--- config.mk ---
export PLATFORM = sky130hd
export DESIGN_NAME = axi_stream_pkt_arbiter_flat
export DESIGN_NICKNAME = d
export VERILOG_FILES = /design/src/rtl/axi_stream_pkt_arbiter_if.sv /design/src/rtl/axi_stream_pkt_arbiter.sv /design/src/flat_wrapper.sv
export SDC_FILE = /design/constraint.sdc
export NUM_CORES = 1
export LEC_CHECK = 0
export CAP_MARGIN = 20
export CORE_MARGIN = 10
export CORE_UTILIZATION = 40
export DETAILED_ROUTE_END_ITERATION = 8
export GPL_TIMING_DRIVEN = 0
export PLACE_DENSITY = 0.87
export SLEW_MARGIN = 20
export SYNTH_ARGS = -nofsm -noshare
export SYNTH_HDL_FRONTEND = slang
export SYNTH_SLANG_ARGS = --single-unit
--- constraint.sdc ---
create_clock -name clk -period 2.3 [get_ports clk]
set_clock_uncertainty 0.15 [all_clocks]
set_input_delay 0.345 -clock clk [delete_from_list [all_inputs] [get_ports clk]]
set_output_delay 0.345 -clock clk [all_outputs]
set_load 0.05 [all_outputs]
--- src/rtl/axi_stream_pkt_arbiter_if.sv ---
// Bundle of the arbiter's stream signals: NUM_SRC upstream lanes on the input side and one
// merged lane plus the owning source index on the output side.
interface axi_stream_pkt_arbiter_if #(
    parameter int NUM_SRC      = 4,
    parameter int SRC_WD       = 2,
    parameter int DATA_WD      = 32,
    parameter int DATA_BYTE_WD = DATA_WD / 8
);
    logic [NUM_SRC-1:0]              valid_in;
    logic [NUM_SRC*DATA_WD-1:0]      data_in;
    logic [NUM_SRC*DATA_BYTE_WD-1:0] keep_in;
    logic [NUM_SRC-1:0]              last_in;
    logic [NUM_SRC-1:0]              ready_in;
    logic                            valid_out;
    logic [DATA_WD-1:0]              data_out;
    logic [DATA_BYTE_WD-1:0]         keep_out;
    logic                            last_out;
    logic [SRC_WD-1:0]               src_out;
    logic                            ready_out;
    logic                            busy;

    modport master (
        output valid_in, data_in, keep_in, last_in, ready_out,
        input  ready_in, valid_out, data_out, keep_out, last_out, src_out, busy
    );

    modport slave (
        input  valid_in, data_in, keep_in, last_in, ready_out,
        output ready_in, valid_out, data_out, keep_out, last_out, src_out, busy
    );
endinterface

--- src/rtl/axi_stream_pkt_arbiter.sv ---
// Packet-granular round-robin arbiter merging NUM_SRC AXI-Stream sources onto one path.
// An output register plus a one-entry skid buffer give full throughput; src index rides with each beat.
module axi_stream_pkt_arbiter #(
    parameter int NUM_SRC      = 4,
    parameter int SRC_WD       = 2,
    parameter int DATA_WD      = 32,
    parameter int DATA_BYTE_WD = DATA_WD / 8
) (
    input  logic                     clk,
    input  logic                     rst_n,
    axi_stream_pkt_arbiter_if.slave  bus_io
);

    typedef enum logic [0:0] {
        ST_IDLE = 1'b0,
        ST_BUSY = 1'b1
    } state_e;

    state_e                  state_q, state_d;
    logic [SRC_WD-1:0]       grant_q, grant_d;
    logic [SRC_WD-1:0]       ptr_q, ptr_d;
    logic [NUM_SRC-1:0]      ready_in_q, ready_in_d;

    logic                    out_valid_q, out_valid_d;
    logic [DATA_WD-1:0]      out_data_q, out_data_d;
    logic [DATA_BYTE_WD-1:0] out_keep_q, out_keep_d;
    logic                    out_last_q, out_last_d;
    logic [SRC_WD-1:0]       out_src_q, out_src_d;

    logic                    skid_valid_q, skid_valid_d;
    logic [DATA_WD-1:0]      skid_data_q, skid_data_d;
    logic [DATA_BYTE_WD-1:0] skid_keep_q, skid_keep_d;
    logic                    skid_last_q, skid_last_d;
    logic [SRC_WD-1:0]       skid_src_q, skid_src_d;

    logic [DATA_WD-1:0]      sel_data_s;
    logic [DATA_BYTE_WD-1:0] sel_keep_s;
    logic                    sel_last_s;
    logic                    accept_s;
    logic                    consume_s;

    // Lowest-distance requester after ptr wins; iterating far-to-near lets the nearest overwrite.
    function automatic logic [SRC_WD-1:0] rr_pick(input logic [NUM_SRC-1:0] req,
                                                  input logic [SRC_WD-1:0]  ptr);
        logic [SRC_WD-1:0] win;
        logic [SRC_WD-1:0] idx;
        win = {SRC_WD{1'b0}};
        for (int k = NUM_SRC; k >= 1; k--) begin
            idx = SRC_WD'((int'(ptr) + k) % NUM_SRC);
            win = req[idx] ? idx : win;
        end
        return win;
    endfunction

    assign sel_data_s = bus_io.data_in[int'(grant_q) * DATA_WD +: DATA_WD];
    assign sel_keep_s = bus_io.keep_in[int'(grant_q) * DATA_BYTE_WD +: DATA_BYTE_WD];
    assign sel_last_s = bus_io.last_in[grant_q];
    // ready_in_q is only ever high on the granted lane, so this is the granted handshake.
    assign accept_s   = |(bus_io.valid_in & ready_in_q);
    assign consume_s  = out_valid_q & bus_io.ready_out;

    // Next-state for the output/skid pipeline, the grant FSM and the registered ready_in.
    always_comb begin
        state_d      = state_q;
        grant_d      = grant_q;
        ptr_d        = ptr_q;
        out_valid_d  = out_valid_q;
        out_data_d   = out_data_q;
        out_keep_d   = out_keep_q;
        out_last_d   = out_last_q;
        out_src_d    = out_src_q;
        skid_valid_d = skid_valid_q;
        skid_data_d  = skid_data_q;
        skid_keep_d  = skid_keep_q;
        skid_last_d  = skid_last_q;
        skid_src_d   = skid_src_q;
        ready_in_d   = {NUM_SRC{1'b0}};

        if (!out_valid_q || consume_s) begin
            if (skid_valid_q) begin
                out_valid_d  = 1'b1;
                out_data_d   = skid_data_q;
                out_keep_d   = skid_keep_q;
                out_last_d   = skid_last_q;
                out_src_d    = skid_src_q;
                skid_valid_d = 1'b0;
            end else if (accept_s) begin
                out_valid_d = 1'b1;
                out_data_d  = sel_data_s;
                out_keep_d  = sel_keep_s;
                out_last_d  = sel_last_s;
                out_src_d   = grant_q;
            end else begin
                out_valid_d = 1'b0;
            end
        end else begin
            if (accept_s) begin
                skid_valid_d = 1'b1;
                skid_data_d  = sel_data_s;
                skid_keep_d  = sel_keep_s;
                skid_last_d  = sel_last_s;
                skid_src_d   = grant_q;
            end else begin
                skid_valid_d = skid_valid_q;
            end
        end

        case (state_q)
            ST_IDLE: begin
                if (|bus_io.valid_in) begin
                    grant_d = rr_pick(bus_io.valid_in, ptr_q);
                    state_d = ST_BUSY;
                end else begin
                    state_d = ST_IDLE;
                end
            end
            ST_BUSY: begin
                if (accept_s && sel_last_s) begin
                    ptr_d   = grant_q;
                    state_d = ST_IDLE;
                end else begin
                    state_d = ST_BUSY;
                end
            end
            default: begin
                state_d = ST_IDLE;
            end
        endcase

        if ((state_d == ST_BUSY) && !skid_valid_d) begin
            ready_in_d[grant_d] = 1'b1;
        end else begin
            ready_in_d = {NUM_SRC{1'b0}};
        end
    end

    // State, pointer and datapath registers; reset discards any in-flight beats.
    always_ff @(posedge clk or negedge rst_n) begin
        if (!rst_n) begin
            state_q      <= ST_IDLE;
            grant_q      <= {SRC_WD{1'b0}};
            ptr_q        <= SRC_WD'(NUM_SRC - 1);
            ready_in_q   <= {NUM_SRC{1'b0}};
            out_valid_q  <= 1'b0;
            out_data_q   <= {DATA_WD{1'b0}};
            out_keep_q   <= {DATA_BYTE_WD{1'b0}};
            out_last_q   <= 1'b0;
            out_src_q    <= {SRC_WD{1'b0}};
            skid_valid_q <= 1'b0;
            skid_data_q  <= {DATA_WD{1'b0}};
            skid_keep_q  <= {DATA_BYTE_WD{1'b0}};
            skid_last_q  <= 1'b0;
            skid_src_q   <= {SRC_WD{1'b0}};
        end else begin
            state_q      <= state_d;
            grant_q      <= grant_d;
            ptr_q        <= ptr_d;
            ready_in_q   <= ready_in_d;
            out_valid_q  <= out_valid_d;
            out_data_q   <= out_data_d;
            out_keep_q   <= out_keep_d;
            out_last_q   <= out_last_d;
            out_src_q    <= out_src_d;
            skid_valid_q <= skid_valid_d;
            skid_data_q  <= skid_data_d;
            skid_keep_q  <= skid_keep_d;
            skid_last_q  <= skid_last_d;
            skid_src_q   <= skid_src_d;
        end
    end

    assign bus_io.ready_in  = ready_in_q;
    assign bus_io.valid_out = out_valid_q;
    assign bus_io.data_out  = out_data_q;
    assign bus_io.keep_out  = out_keep_q;
    assign bus_io.last_out  = out_last_q;
    assign bus_io.src_out   = out_src_q;
    assign bus_io.busy      = (state_q == ST_BUSY);

endmodule
--- src/flat_wrapper.sv ---
// flat-port wrapper written by rule: the top's interface ports become plain ports
module axi_stream_pkt_arbiter_flat 
#(
    parameter int NUM_SRC      = 4,
    parameter int SRC_WD       = 2,
    parameter int DATA_WD      = 32,
    parameter int DATA_BYTE_WD = DATA_WD / 8
)
  (clk, rst_n, bus_io_valid_in, bus_io_data_in, bus_io_keep_in, bus_io_last_in, bus_io_ready_out, bus_io_ready_in, bus_io_valid_out, bus_io_data_out, bus_io_keep_out, bus_io_last_out, bus_io_src_out, bus_io_busy);
  axi_stream_pkt_arbiter_if #(.NUM_SRC(NUM_SRC), .SRC_WD(SRC_WD), .DATA_WD(DATA_WD), .DATA_BYTE_WD(DATA_BYTE_WD)) bus_io_i ();
  input  logic clk;
  input  logic rst_n;
  input wire logic [$bits(bus_io_i.valid_in)-1:0] bus_io_valid_in;
  input wire logic [$bits(bus_io_i.data_in)-1:0] bus_io_data_in;
  input wire logic [$bits(bus_io_i.keep_in)-1:0] bus_io_keep_in;
  input wire logic [$bits(bus_io_i.last_in)-1:0] bus_io_last_in;
  input wire logic [$bits(bus_io_i.ready_out)-1:0] bus_io_ready_out;
  output wire logic [$bits(bus_io_i.ready_in)-1:0] bus_io_ready_in;
  output wire logic [$bits(bus_io_i.valid_out)-1:0] bus_io_valid_out;
  output wire logic [$bits(bus_io_i.data_out)-1:0] bus_io_data_out;
  output wire logic [$bits(bus_io_i.keep_out)-1:0] bus_io_keep_out;
  output wire logic [$bits(bus_io_i.last_out)-1:0] bus_io_last_out;
  output wire logic [$bits(bus_io_i.src_out)-1:0] bus_io_src_out;
  output wire logic [$bits(bus_io_i.busy)-1:0] bus_io_busy;
  assign bus_io_i.valid_in = bus_io_valid_in;
  assign bus_io_i.data_in = bus_io_data_in;
  assign bus_io_i.keep_in = bus_io_keep_in;
  assign bus_io_i.last_in = bus_io_last_in;
  assign bus_io_i.ready_out = bus_io_ready_out;
  assign bus_io_ready_in = bus_io_i.ready_in;
  assign bus_io_valid_out = bus_io_i.valid_out;
  assign bus_io_data_out = bus_io_i.data_out;
  assign bus_io_keep_out = bus_io_i.keep_out;
  assign bus_io_last_out = bus_io_i.last_out;
  assign bus_io_src_out = bus_io_i.src_out;
  assign bus_io_busy = bus_io_i.busy;
  axi_stream_pkt_arbiter #(.NUM_SRC(NUM_SRC), .SRC_WD(SRC_WD), .DATA_WD(DATA_WD), .DATA_BYTE_WD(DATA_BYTE_WD)) u_core (.clk(clk), .rst_n(rst_n), .bus_io(bus_io_i));
endmodule
# --- Word-level counts from Yosys, hierarchy flattened ---
# Index checks and enable logic that the tools add are counted.
totals:
  elab_cells: 77
  input_bits: 155
  register_bits: 89
classes:
  mux: 34
  magnitude_cmp: 7
  n_bitwise: 4
  n_reduce_logical: 12
  n_addsub: 4
  shift: 2
ops:
  columns: ["operator", "n"]
  rows:
  - ["$shiftx A128 B8 Y32", 1]
  - ["$mux W32", 2]
  - ["$lt A2 B3 Y1 const B", 6]
  - ["$mux W2", 8]
  - ["$shiftx A16 B5 Y4", 1]
  - ["$mux W1", 14]
  - ["$mux W4", 3]
  - ["$bmux W1 S2", 5]
  - ["$reduce_or A4 Y1", 2]
  - ["$reduce_and A2 Y1", 3]
  - ["$add A2 B1 Y2 const B", 2]
  - ["$add A2 B2 Y2 const B", 2]
  - ["$and A4 B4 Y4", 1]
  - ["$logic_and A1 B1 Y1", 3]
  - ["$demux W1 S2", 1]
  - ["$ge A2 B1 Y1 const B", 1]
  - ["$logic_not A1 Y1", 2]
  - ["$not A1 Y1", 2]
  - ["$pmux W1 S2", 1]
  - ["$reduce_bool A2 Y1", 1]
  - ["$and A1 B1 Y1", 1]
  - ["$logic_or A1 B1 Y1", 1]

# --- Logic depth before layout (Yosys ltp) ---
# Gate-level depths: netlist of run 1.
depth:
  ltp_word: 14
  mapped_depth: 6
  mapped_depth_nobuf: 5

# --- Worst setup path after synthesis of run 1 ---
# Ideal clock, no wire load.
synth_timing:
  path_type: "flip-flop to flip-flop"
  start: "reg u_core.ready_in_q[2] (netlist: u_core.bus_io.ready_in[2])"
  end: "reg u_core.skid_data_q[25]"
  period_less_slack_ns: 1.984
  setup_slack_ns: 0.316
  stages_incl_launch_ff: 7
  n_path_buf: 2
  arrival_time_ns: 1.709
  cell_sequence: "dfrtp_1 > a22o_2 > nor2_1 > nor2_2 > buf_6 > buf_6 > mux2_4"
synth_between:
  elab_chain_cells: 3
synth_rtl:
  columns: ["element", "line_no", "text"]
  rows:
  - ["from (decl)", "axi_stream_pkt_arbiter.sv:22", "logic [NUM_SRC-1:0] ready_in_q, ready_in_d;"]
  - ["from (signal assigned)", "axi_stream_pkt_arbiter.sv:143", "ready_in_q <= {NUM_SRC{1'b0}};"]
  - ["from (signal assigned)", "axi_stream_pkt_arbiter.sv:158", "ready_in_q <= ready_in_d;"]
  - ["$and A4 B4 Y4", "axi_stream_pkt_arbiter.sv:59", "assign accept_s = |(bus_io.valid_in & ready_in_q);"]
  - ["$reduce_or A4 Y1", "axi_stream_pkt_arbiter.sv:59", null]
  - ["$reduce_and A2 Y1 (no source line)", null, null]
  - ["to (signal assigned)", "axi_stream_pkt_arbiter.sv:150", "skid_data_q <= {DATA_WD{1'b0}};"]
  - ["to (signal assigned)", "axi_stream_pkt_arbiter.sv:165", "skid_data_q <= skid_data_d;"]
  - ["to (decl)", "axi_stream_pkt_arbiter.sv:31", "logic [DATA_WD-1:0] skid_data_q, skid_data_d;"]
# No other way between the ends.
# A chain may end at the register's enable or synchronous reset.

# --- Worst setup path in the final report of run 1 ---
layout_timing:
  start: "reg u_core.state_q (netlist: u_core.bus_io.busy)"
  end: "out bus_io_busy"
layout_lines:
  columns: ["element", "line_no", "text"]
  rows:
  - ["from (decl)", "axi_stream_pkt_arbiter.sv:19", "state_e state_q, state_d;"]
  - ["from (signal assigned)", "axi_stream_pkt_arbiter.sv:155", "state_q <= state_d;"]
  - ["to (decl)", "flat_wrapper.sv:24", "output wire logic [$bits(bus_io_i.busy)-1:0] bus_io_busy;"]
# No word-level cell between the ends.

==> results of run 1 <==
==> logic make-up (layout without fill, tap and decap cells) <==
logic type      Yosys count  in the layout  share of synthesized area
flops                    89             89                     0.4742
other cells               0              1                          0
mux                     116            116                     0.3640
buf+inv                  29            246                    0.03566
compound gates           51             51                    0.07211
simple gates             58             58                    0.05402
==> metal layers <==
layer  GRT usage  wire length [µm]
met1      0.1801              5334
met2      0.3195              7618
met3     0.07351              1498
met4     0.05232               149
met5           0                 0
==> flip-flops by register name, summed over array words and instances, names as in the netlist, 2 cells and up <==
signal / flops
u_core.bus_io.data_out: 32
u_core.skid_data_q: 32
u_core.bus_io.keep_out: 4
u_core.bus_io.ready_in: 4
u_core.skid_keep_q: 4
u_core.bus_io.src_out: 2
u_core.grant_q: 2
u_core.ptr_q: 2
u_core.skid_src_q: 2
==> final cells by class <==
type | instances | area share
multi-input cells | 225 | 0.3162
flip-flops and latches | 89 | 0.3059
repair buffers | 201 | 0.2781
clock buffers | 11 | 0.03468
well taps | 143 | 0.02455
plain buffers | 26 | 0.02146
clock inverters | 5 | 0.01717
inverters | 3 | 0.001545
diodes | 1 | 0.0003433
==> stage by stage <==
step,worst slack [ps],power [W],area [µm²],instances
3_3_place_gp,-2430,0.008445,6873,685
6_report,207.3,0.01040,7288,704
4_1_cts,180.5,0.01052,7286,703
3_5_place_dp,-100.2,0.008673,6898,686
2_1_floorplan,315.8,0.006790,4702,343
5_1_grt,116.3,0.01103,7286,703
==> final timing paths <==
check / startpoint / endpoint / slack [ps]
setup / recovery: u_core.bus_io.busy / bus_io_busy / 210
hold / removal: u_core.bus_io.data_out[29] / u_core.bus_io.data_out[29] / 330
setup reg to reg: u_core.grant_q[1] / u_core.skid_data_q[25] / 290
hold reg to reg: u_core.bus_io.data_out[29] / u_core.bus_io.data_out[29] / 330
max in group asynchronous: rst_n / u_core.ptr_q[1] / 900
min in group asynchronous: rst_n / u_core.skid_data_q[3] / 420
==> cell usage in the layout (no fill, tap or decap), types with 3 or more instances in the layout <==
| cell type | instances |
|---|---|
| clkdlybuf4s50_1 | 198 |
| dfrtp_1 | 87 |
| nand2_1 | 42 |
| mux2i_1 | 39 |
| o21ai_0 | 39 |
| mux4_2 | 37 |
| mux2_2 | 30 |
| mux2_4 | 10 |
| clkbuf_16 | 9 |
| buf_2 | 8 |
| buf_4 | 8 |
| nor2_1 | 5 |
| clkbuf_1 | 5 |
| bufinv_16 | 4 |
| inv_1 | 3 |
| buf_6 | 3 |
| nor3_1 | 3 |
| buf_1 | 3 |
==> power groups by stage <==
| stage | combinational [W] | sequential, W | clock, W |
|---|---|---|---|
| floorplan | 0.00278 | 0.00401 | 0 |
| global placement | 0.00568 | 0.00276 | 0 |
| detailed placement | 0.00584 | 0.00284 | 0 |
| CTS | 0.00585 | 0.00281 | 0.00186 |
| global route | 0.00620 | 0.00290 | 0.00193 |
| finish | 0.00575 | 0.00281 | 0.00184 |
==> out/qor.yml, run 1 <==
p_per_area_mw_per_mm2: 1426
grt_pass1_wl_mm: 22.98
nFillCells: 893
synth.avg_cell_area_um2: 13.71
ys_seq_area_frac: 0.4742
fin_tns_setup_ps: 0
worstHoldPathCells: 2
yosysMostFrequentCell: "dfrtp_1"
io_pins: 200
crit_type: "reg2out"
grt_max_degree: 46
rsz0062_at_grt: "false"
hp-class: "reg2reg"
clkSinkCount: 89
clk_root_buffer_cell: "clkbuf_16"
vias_per_cell: 5.304
critPathMaxFanout: 5
final_core_util: 0.6356
syn_area_mm2: 0.004702
seq_area_mm2: 0.002230
post_drt_wl_per_cell_um: 20.74
drive_gt1_frac: 0.2250
ir_drop_mv: 0.8434
cts_tree: "yes"
cts_inserted_buffers: 9
switching_share: 0.4093
cap_violations: 0
worstPathRequired_ps: 1800
die_area_mm2: 0.01649
syn_inst: 343
layout_min_cycle_time_ps: 2093
min_period_over_period: 0.9099
power_frac_seq: 0.270
async_flop_share: 1.000
netlist.area_leader.share: 0.4630
gp_congestion: 0.7618
clockBufferDepth: 2
wl_mm: 14.60
tightest_slew_ps: 796.4
drc_errors: 0
synth-seq-cells: 89
area_growth_pct: 55.00
rows: 39
finalSetupViolCount: 0
die_h_um: 128.4
die_w_um: 128.4
crit_cells: 1
slowest_stage: "clkdlybuf4s50_1"
nNetsFinal: 710
first_iter_violations: 193
critPathArrivalTime_ps: 1600
grt.total_usage: 0.1759
grt_pass1_vias: 4511
synth.distinct_cells: 32
synthTopCellsByCount: "dfrtp_1, nand2_1, mux2i_1, o21ai_0, mux4_2"
synth_nets: 498
critical-path-top-delay-family: "buffers and inverters"
whs_ps: 326.9
synth_enable_flop_cells: 0
hold_viol: 0
r2r.worst_path.cells: 3
cp_cell_sequence: "clkdlybuf4s50_1"
antenna_found_initial: 1
ys.flop_type: "dfrtp_1"
cts_setup_buffers: 0
cp-start-kind: "flip-flop"
power_frac_comb: 0.553
core_area_mm2: 0.01147
first_pass_iters: 4
synth_area_leaders: "dfrtp_1, mux4_2, mux2i_1, mux2_2, o21ai_0"
start_util: 0.4100
max_slew_margin: 0.4691
p_int_w: 0.006140
crit_buf_inv: 1
antenna_left: 0
cts_resized: 0
clk_latency_ps: 340
htreeDepth: 3
slew_viol_final: 0
cpPeakStageDelay_ps: 840
dp_hpwl_mm: 11.94
status: "completed"
clockPowerShare: 0.177
port-buffer-count: 199
p_switching_w: 0.004255
p_leak_nw: 2.906
max_clock_freq_mhz: 477.9
hold_buffers: 1
endpoint_kind: "output pin"
globalRouteOverflowTotal: 0
yosysWarnings: 0
vias: 3734
synth_top_cell_by_area: "dfrtp_1"
multi_input_area_mm2: 0.002305
clkTransAtPathRegs_ps: 60
No activity file was read; power rests on OpenSTA's default activity.
==> run 2, diff against run 1 <==
Settings changed: SETUP_SLACK_MARGIN from default to 0.5, SKIP_CTS_REPAIR_TIMING from default to 1.
==> run 2 against run 1 <==
Against the previous run:
- routed wire length grew 5.7%
- combinational power grew 16%
- sequential power is essentially flat
- maximum frequency grew 7.7%
- die area is the same
- flip-flop and latch count is the same
- worst hold slack lost 3.5 ps
- core utilization grew 4.5 points
- critical path depth grew 4
- final area grew 7.1%
- largest cell class is now non-clock buffers
- first-iteration DRC count grew 17%
- cell count grew 2.3%
==> out/qor.yml, run 2 (synthesized netlist as in run 1, its figures left out) <==
status: "completed"  # unchanged
dp_hpwl_mm: 11.67  # was 11.94 mm
reg2reg_slack_ps: 360  # was 290 ps
whs_endpoint: "u_core.bus_io.data_out[0]"  # was u_core.bus_io.data_out[29]
hold_path_startpoint: "u_core.bus_io.data_out[0]"  # was u_core.bus_io.data_out[29]
timing.rr.start: "u_core.grant_q[0]"  # was u_core.grant_q[1]
clk_root_buffer_cell: "clkbuf_16"  # unchanged
total_power_w: 0.01102  # was 0.01040 W
post_drt_wl_per_cell_um: 21.43  # was 20.74 µm
final_common_cell: "clkdlybuf4s50_1"  # unchanged
worstPathRequired_ps: 2400  # was 1800 ps
cts_inserted_buffers: 9  # unchanged
clkTransAtPathRegs_ps: 60  # about the same
vias_per_cell: 5.274  # was 5.304
cts_tree: "yes"  # unchanged
critPathMaxFanout: 5  # unchanged
area_growth_pct: 65.94  # was 55.00%
clk_latency_ps: 330  # was 340 ps
rsz0062_at_grt: "true"  # was false
p_int_w: 0.006504  # was 0.006140 W
antenna_found_initial: 0  # was 1
grt.total_usage: 0.1728  # was 0.1759
endpoint_kind: "flip-flop"  # was output pin
hold_viol: 0  # unchanged
antenna_left: 0  # unchanged
finalSetupViolCount: 0  # unchanged
r2r.worst_path.cells: 5  # was 3
p_leak_nw: 3.714  # was 2.906 nW
p_per_area_mw_per_mm2: 1413  # was 1426 mW/mm²
drive_gt1_frac: 0.2738  # was 0.2250
cp-start-kind: "flip-flop"  # unchanged
io_pins: 200  # unchanged
critPathArrivalTime_ps: 2050  # was 1600 ps
ir_drop_mv: 0.8427  # was 0.8434 mV
clockBufferDepth: 2  # unchanged
power_frac_comb: 0.606  # was 0.553
grt_pass1_vias: 4318  # was 4511
clockPowerShare: 0.136  # was 0.177
max_clock_freq_mhz: 514.4  # was 477.9 MHz
gp_congestion: 0.7866  # was 0.7618
r2r_end: "u_core.ptr_q[0]"  # was u_core.skid_data_q[25]
place_inst: 686  # unchanged
core_area_mm2: 0.01147  # unchanged
port-buffer-count: 199  # unchanged
p_switching_w: 0.004518  # was 0.004255 W
htreeDepth: 3  # unchanged
finalWorstSetupSlack_ps: 356.0  # was 207.3 ps
first_pass_iters: 6  # was 4
vias: 3797  # was 3734
tightest_slew_ps: 619.5  # was 796.4 ps
die_w_um: 128.4  # unchanged
stdcell_count: 720  # was 704
max_slew_margin: 0.5870  # was 0.4691
grt_pass1_wl_mm: 22.63  # was 22.98 mm
switching_share: 0.4099  # was 0.4093
globalRouteOverflowTotal: 0  # unchanged
worstHoldPathCells: 2  # unchanged
layout_min_cycle_time_ps: 1944  # was 2093 ps
die_area_mm2: 0.01649  # unchanged
drc_errors: 0  # unchanged
power_frac_seq: 0.257  # was 0.270
clkSinkCount: 89  # unchanged
dp_slack_ps: -116.3  # was -100.2 ps
diodes: 0  # was 1
crit_type: "reg2reg"  # was reg2out
grt_max_degree: 47  # was 46
first_iter_violations: 225  # was 193
finalInstanceArea_mm2: 0.007802  # was 0.007288 mm²
nNetsFinal: 727  # was 710
wl_mm: 15.43  # was 14.60 mm
start_util: 0.4100  # unchanged
slew_viol_final: 0  # unchanged
cap_violations: 0  # unchanged
place_area_mm2: 0.006925  # was 0.006898 mm²
die_h_um: 128.4  # unchanged
final_core_util: 0.6804  # was 0.6356
final_cell_mix: "clkdlybuf4s50_1, dfrtp_1, dlymetal6s2s_1"  # was clkdlybuf4s50_1, dfrtp_1, nand2_1
hp-class: "reg2reg"  # unchanged
min_period_over_period: 0.8452  # was 0.9099
rows: 39  # unchanged
run 2: cell count changes in the layout (fill, tap and decap cells not counted), sizes merged:
cell	change
dlymetal6s2s	+49
clkdlybuf4s50	-49
bufinv	-3
clkbuf	+9
buf	+11
diode	-1
run 2: power by group through the flow:
stage                     clock network [W]  registers [W]  logic (W)
final                               0.00150        0.00283    0.00668
after global routing                0.00160        0.00292    0.00712
after CTS                           0.00153        0.00281    0.00587
after detailed placement                  0        0.00283    0.00585
after global placement                    0        0.00277    0.00568
after floorplan                           0        0.00402    0.00279
run 2: area by class of cell:
class | count | area (µm²)
Sequential cell | 89 | 2237
Clock buffer | 14 | 274.0
Multi-Input combinational cell | 225 | 2436
Inverter | 3 | 11.26
Fill cell | 830 | 3665
Clock inverter | 2 | 35.03
Timing Repair Buffer | 218 | 2379
Buffer | 26 | 251.5
Tap cell | 143 | 178.9
run 2: worst max path at each step:
stage	to	startpoint	slack [ps]	depth (start not counted)
after global routing	u_core.bus_io.ready_in[1]	u_core.grant_q[0]	300	6
after global placement	u_core.bus_io.ready_in[2]	rst_n	-2680	1
after floorplan	u_core.skid_data_q[25]	u_core.bus_io.ready_in[0]	480	6
after detailed placement	u_core.bus_io.data_out[30]	bus_io_valid_in[2]	-120	5
after CTS	bus_io_busy	u_core.bus_io.busy	180	1
final	u_core.ptr_q[0]	u_core.grant_q[0]	360	5
run 2: stage by stage:
stage               hold slack, ps  TNS [ps]
global route                 362.9         0
detailed placement           245.8     -2280
global placement             311.3   -210310
finish                       323.4         0
CTS                         -110.3         0
floorplan                   -100.6         0
run 2: critical path, stage by stage (launching register included):
cell	delay (ps)
dfrtp_1	360
buf_8	120
buf_12	120
mux4_2	590
o211ai_4	150
mux2_2	370
run 2: routing by layer:
| layer | wire length [µm] | track usage |
|---|---|---|
| met1 | 5946 | 0.1841 |
| met2 | 8182 | 0.3129 |
| met3 | 1150 | 0.06119 |
| met4 | 151 | 0.05232 |
| met5 | 0 | 0 |
==> run 3, diff against run 2 <==
Clock period 2.3 ns to 1.9 ns, I/O delays scaled along.
==> run 3 against run 2 <==
Against the previous run:
- the flow now finishes with violations (hold timing)
- worst setup slack worse by 250 ps
- combinational power is 15% higher
- flip-flop and latch count stayed put
- core utilization is 2.9 points lower
- clock power is 21% higher
- die area stayed put
- worst hold slack worse by 520 ps
- critical endpoint is now u_core.bus_io.ready_in[3]
- largest cell class is now multi-input combinational cells
- highest routed layer is now met5
==> out/qor.yml, run 3 (synthesized netlist as in run 1, its figures left out) <==
nNetsFinal: 723  # was 727
first_iter_violations: 204  # was 225
gp_congestion: 0.7548  # was 0.7866
critPathMaxFanout: 5  # unchanged
r2r.worst_path.cells: 5  # unchanged
drc_errors: 0  # unchanged
die_h_um: 128.4  # unchanged
cts_tree: "yes"  # unchanged
port-buffer-count: 199  # unchanged
final_cell_mix: "clkdlybuf4s50_1, dfrtp_1, nand2_1"  # was clkdlybuf4s50_1, dfrtp_1, dlymetal6s2s_1
grt.total_usage: 0.1745  # was 0.1728
hold_viol: 40  # was 0
dp_hpwl_mm: 11.88  # was 11.67 mm
antenna_found_initial: 3  # was 0
grt_pass1_wl_mm: 22.89  # was 22.63 mm
max_clock_freq_mhz: 557.5  # was 514.4 MHz
max_slew_margin: 0.5971  # was 0.5870
crit_type: "reg2reg"  # unchanged
die_area_mm2: 0.01649  # unchanged
die_w_um: 128.4  # unchanged
p_per_area_mw_per_mm2: 1726  # was 1413 mW/mm²
tightest_slew_ps: 604.3  # was 619.5 ps
slew_viol_final: 0  # unchanged
post_drt_wl_per_cell_um: 20.90  # was 21.43 µm
clkTransAtPathRegs_ps: 70  # was 60 ps
globalRouteOverflowTotal: 0  # unchanged
violations: "hold timing"
clockBufferDepth: 2  # unchanged
min_period_over_period: 0.9441  # was 0.8452
ir_drop_mv: 0.8997  # was 0.8427 mV
cap_violations: 0  # unchanged
slowest_stage: "mux4_2"  # unchanged
cp-start-kind: "flip-flop"  # unchanged
wl_mm: 14.99  # was 15.43 mm
status: "complete, but fails checks"  # was completed
hp-class: "in2async"  # was reg2reg
start_util: 0.4100  # unchanged
htreeDepth: 3  # unchanged
layout_min_cycle_time_ps: 1794  # was 1944 ps
cts_inserted_buffers: 9  # unchanged
core_area_mm2: 0.01147  # unchanged
r2r_end: "u_core.bus_io.ready_in[3]"  # was u_core.ptr_q[0]
rsz0062_at_grt: "true"  # unchanged
critPathArrivalTime_ps: 1890  # was 2050 ps
antenna_left: 0  # unchanged
worstPathRequired_ps: 2000  # was 2400 ps
timing.rr.start: "u_core.grant_q[0]"  # unchanged
reg2reg_slack_ps: 110  # was 360 ps
grt_pass1_vias: 4263  # was 4318
cp_cell_sequence: "buf_6 > mux4_2 > o211ai_4 > o211ai_4 > nor3b_2"  # was buf_8 > buf_12 > mux4_2 > o211ai_4 > mux2_2
first_pass_iters: 4  # was 6
final_common_cell: "clkdlybuf4s50_1"  # unchanged
vias: 3760  # was 3797
clk_root_buffer_cell: "clkbuf_16"  # unchanged
drive_gt1_frac: 0.3560  # was 0.2738
area_growth_pct: 58.94  # was 65.94%
fin_tns_setup_ps: 0  # unchanged
cpMostUsedCell: "o211ai_4"
io_pins: 200  # unchanged
finalSetupViolCount: 0  # unchanged
rows: 39  # unchanged
endpoint_kind: "flip-flop"  # unchanged
grt_max_degree: 48  # was 47
clk_latency_ps: 330  # about the same
whs_ps: -192.4  # was 323.4 ps
clkSinkCount: 89  # unchanged
p_leak_nw: 3.113  # was 3.714 nW
cpPeakStageDelay_ps: 560  # was 590 ps
vias_per_cell: 5.244  # was 5.274
==> run 3: area by class of cell <==
| cell class | count | area, µm² |
|---|---|---|
| inverter | 3 | 11.26 |
| timing repair buffer | 214 | 2071 |
| tap | 143 | 178.9 |
| fill | 914 | 3994 |
| clock buffer | 11 | 242.7 |
| buffer | 26 | 284.0 |
| multi-input combinational | 225 | 2382 |
| antenna | 1 | 2.502 |
| sequential | 89 | 2237 |
| clock inverter | 5 | 63.81 |
==> run 3: power breakdown <==
part	total (W)	internal [W]	switching (W)
clock network	0.00182	0.00107	0.000749
logic	0.00767	0.00352	0.00415
registers	0.00341	0.00288	0.000533
total	0.0129	0.00747	0.00543
==> run 3: how the worst max path moves through the flow <==
stage / start / endpoint / slack, ps / cells past startpoint
after global routing: u_core.grant_q[0] / u_core.bus_io.ready_in[3] / 40 / 5
after floorplan: u_core.bus_io.ready_in[0] / u_core.skid_data_q[25] / 90 / 6
after detailed placement: bus_io_valid_in[1] / u_core.bus_io.data_out[6] / -470 / 7
final: u_core.grant_q[0] / u_core.bus_io.ready_in[3] / 110 / 5
after CTS: u_core.bus_io.busy / bus_io_busy / -130 / 1
after global placement: rst_n / u_core.bus_io.valid_out / -3030 / 1
==> run 3: layer usage <==
metal	global-route usage	up-vias	routed length (µm)
met2	0.3210	124	8094
li1	-	1734	-
met1	0.1814	1882	5519
met3	0.06817	16	1142
met5	0	-	23
met4	0.04305	4	205
==> run 3: critical path: cells and delay by family (launching register included) <==
family | cells | cell delay (ps)
AO/OA/AOI/OAI | 2 | 290
buffers and inverters | 1 | 150
flip-flops | 1 | 350
multiplexers | 1 | 560
AND/OR/NAND/NOR | 1 | 210
==> run 3: stage by stage <==
step / cell area, µm² / util / power [W] / std cells / setup slack [ps]
5_1_grt: 7473 / 0.6517 / 0.01368 / 717 / 36.39
6_report: 7473 / 0.6517 / 0.01290 / 717 / 106.2
3_3_place_gp: 6970 / 0.6079 / 0.01051 / 685 / -3031
3_5_place_dp: 6995 / 0.6100 / 0.01080 / 686 / -470.7
4_1_cts: 7302 / 0.6368 / 0.01263 / 702 / -132.7
2_1_floorplan: 4800 / - / 0.008528 / 343 / 92.12
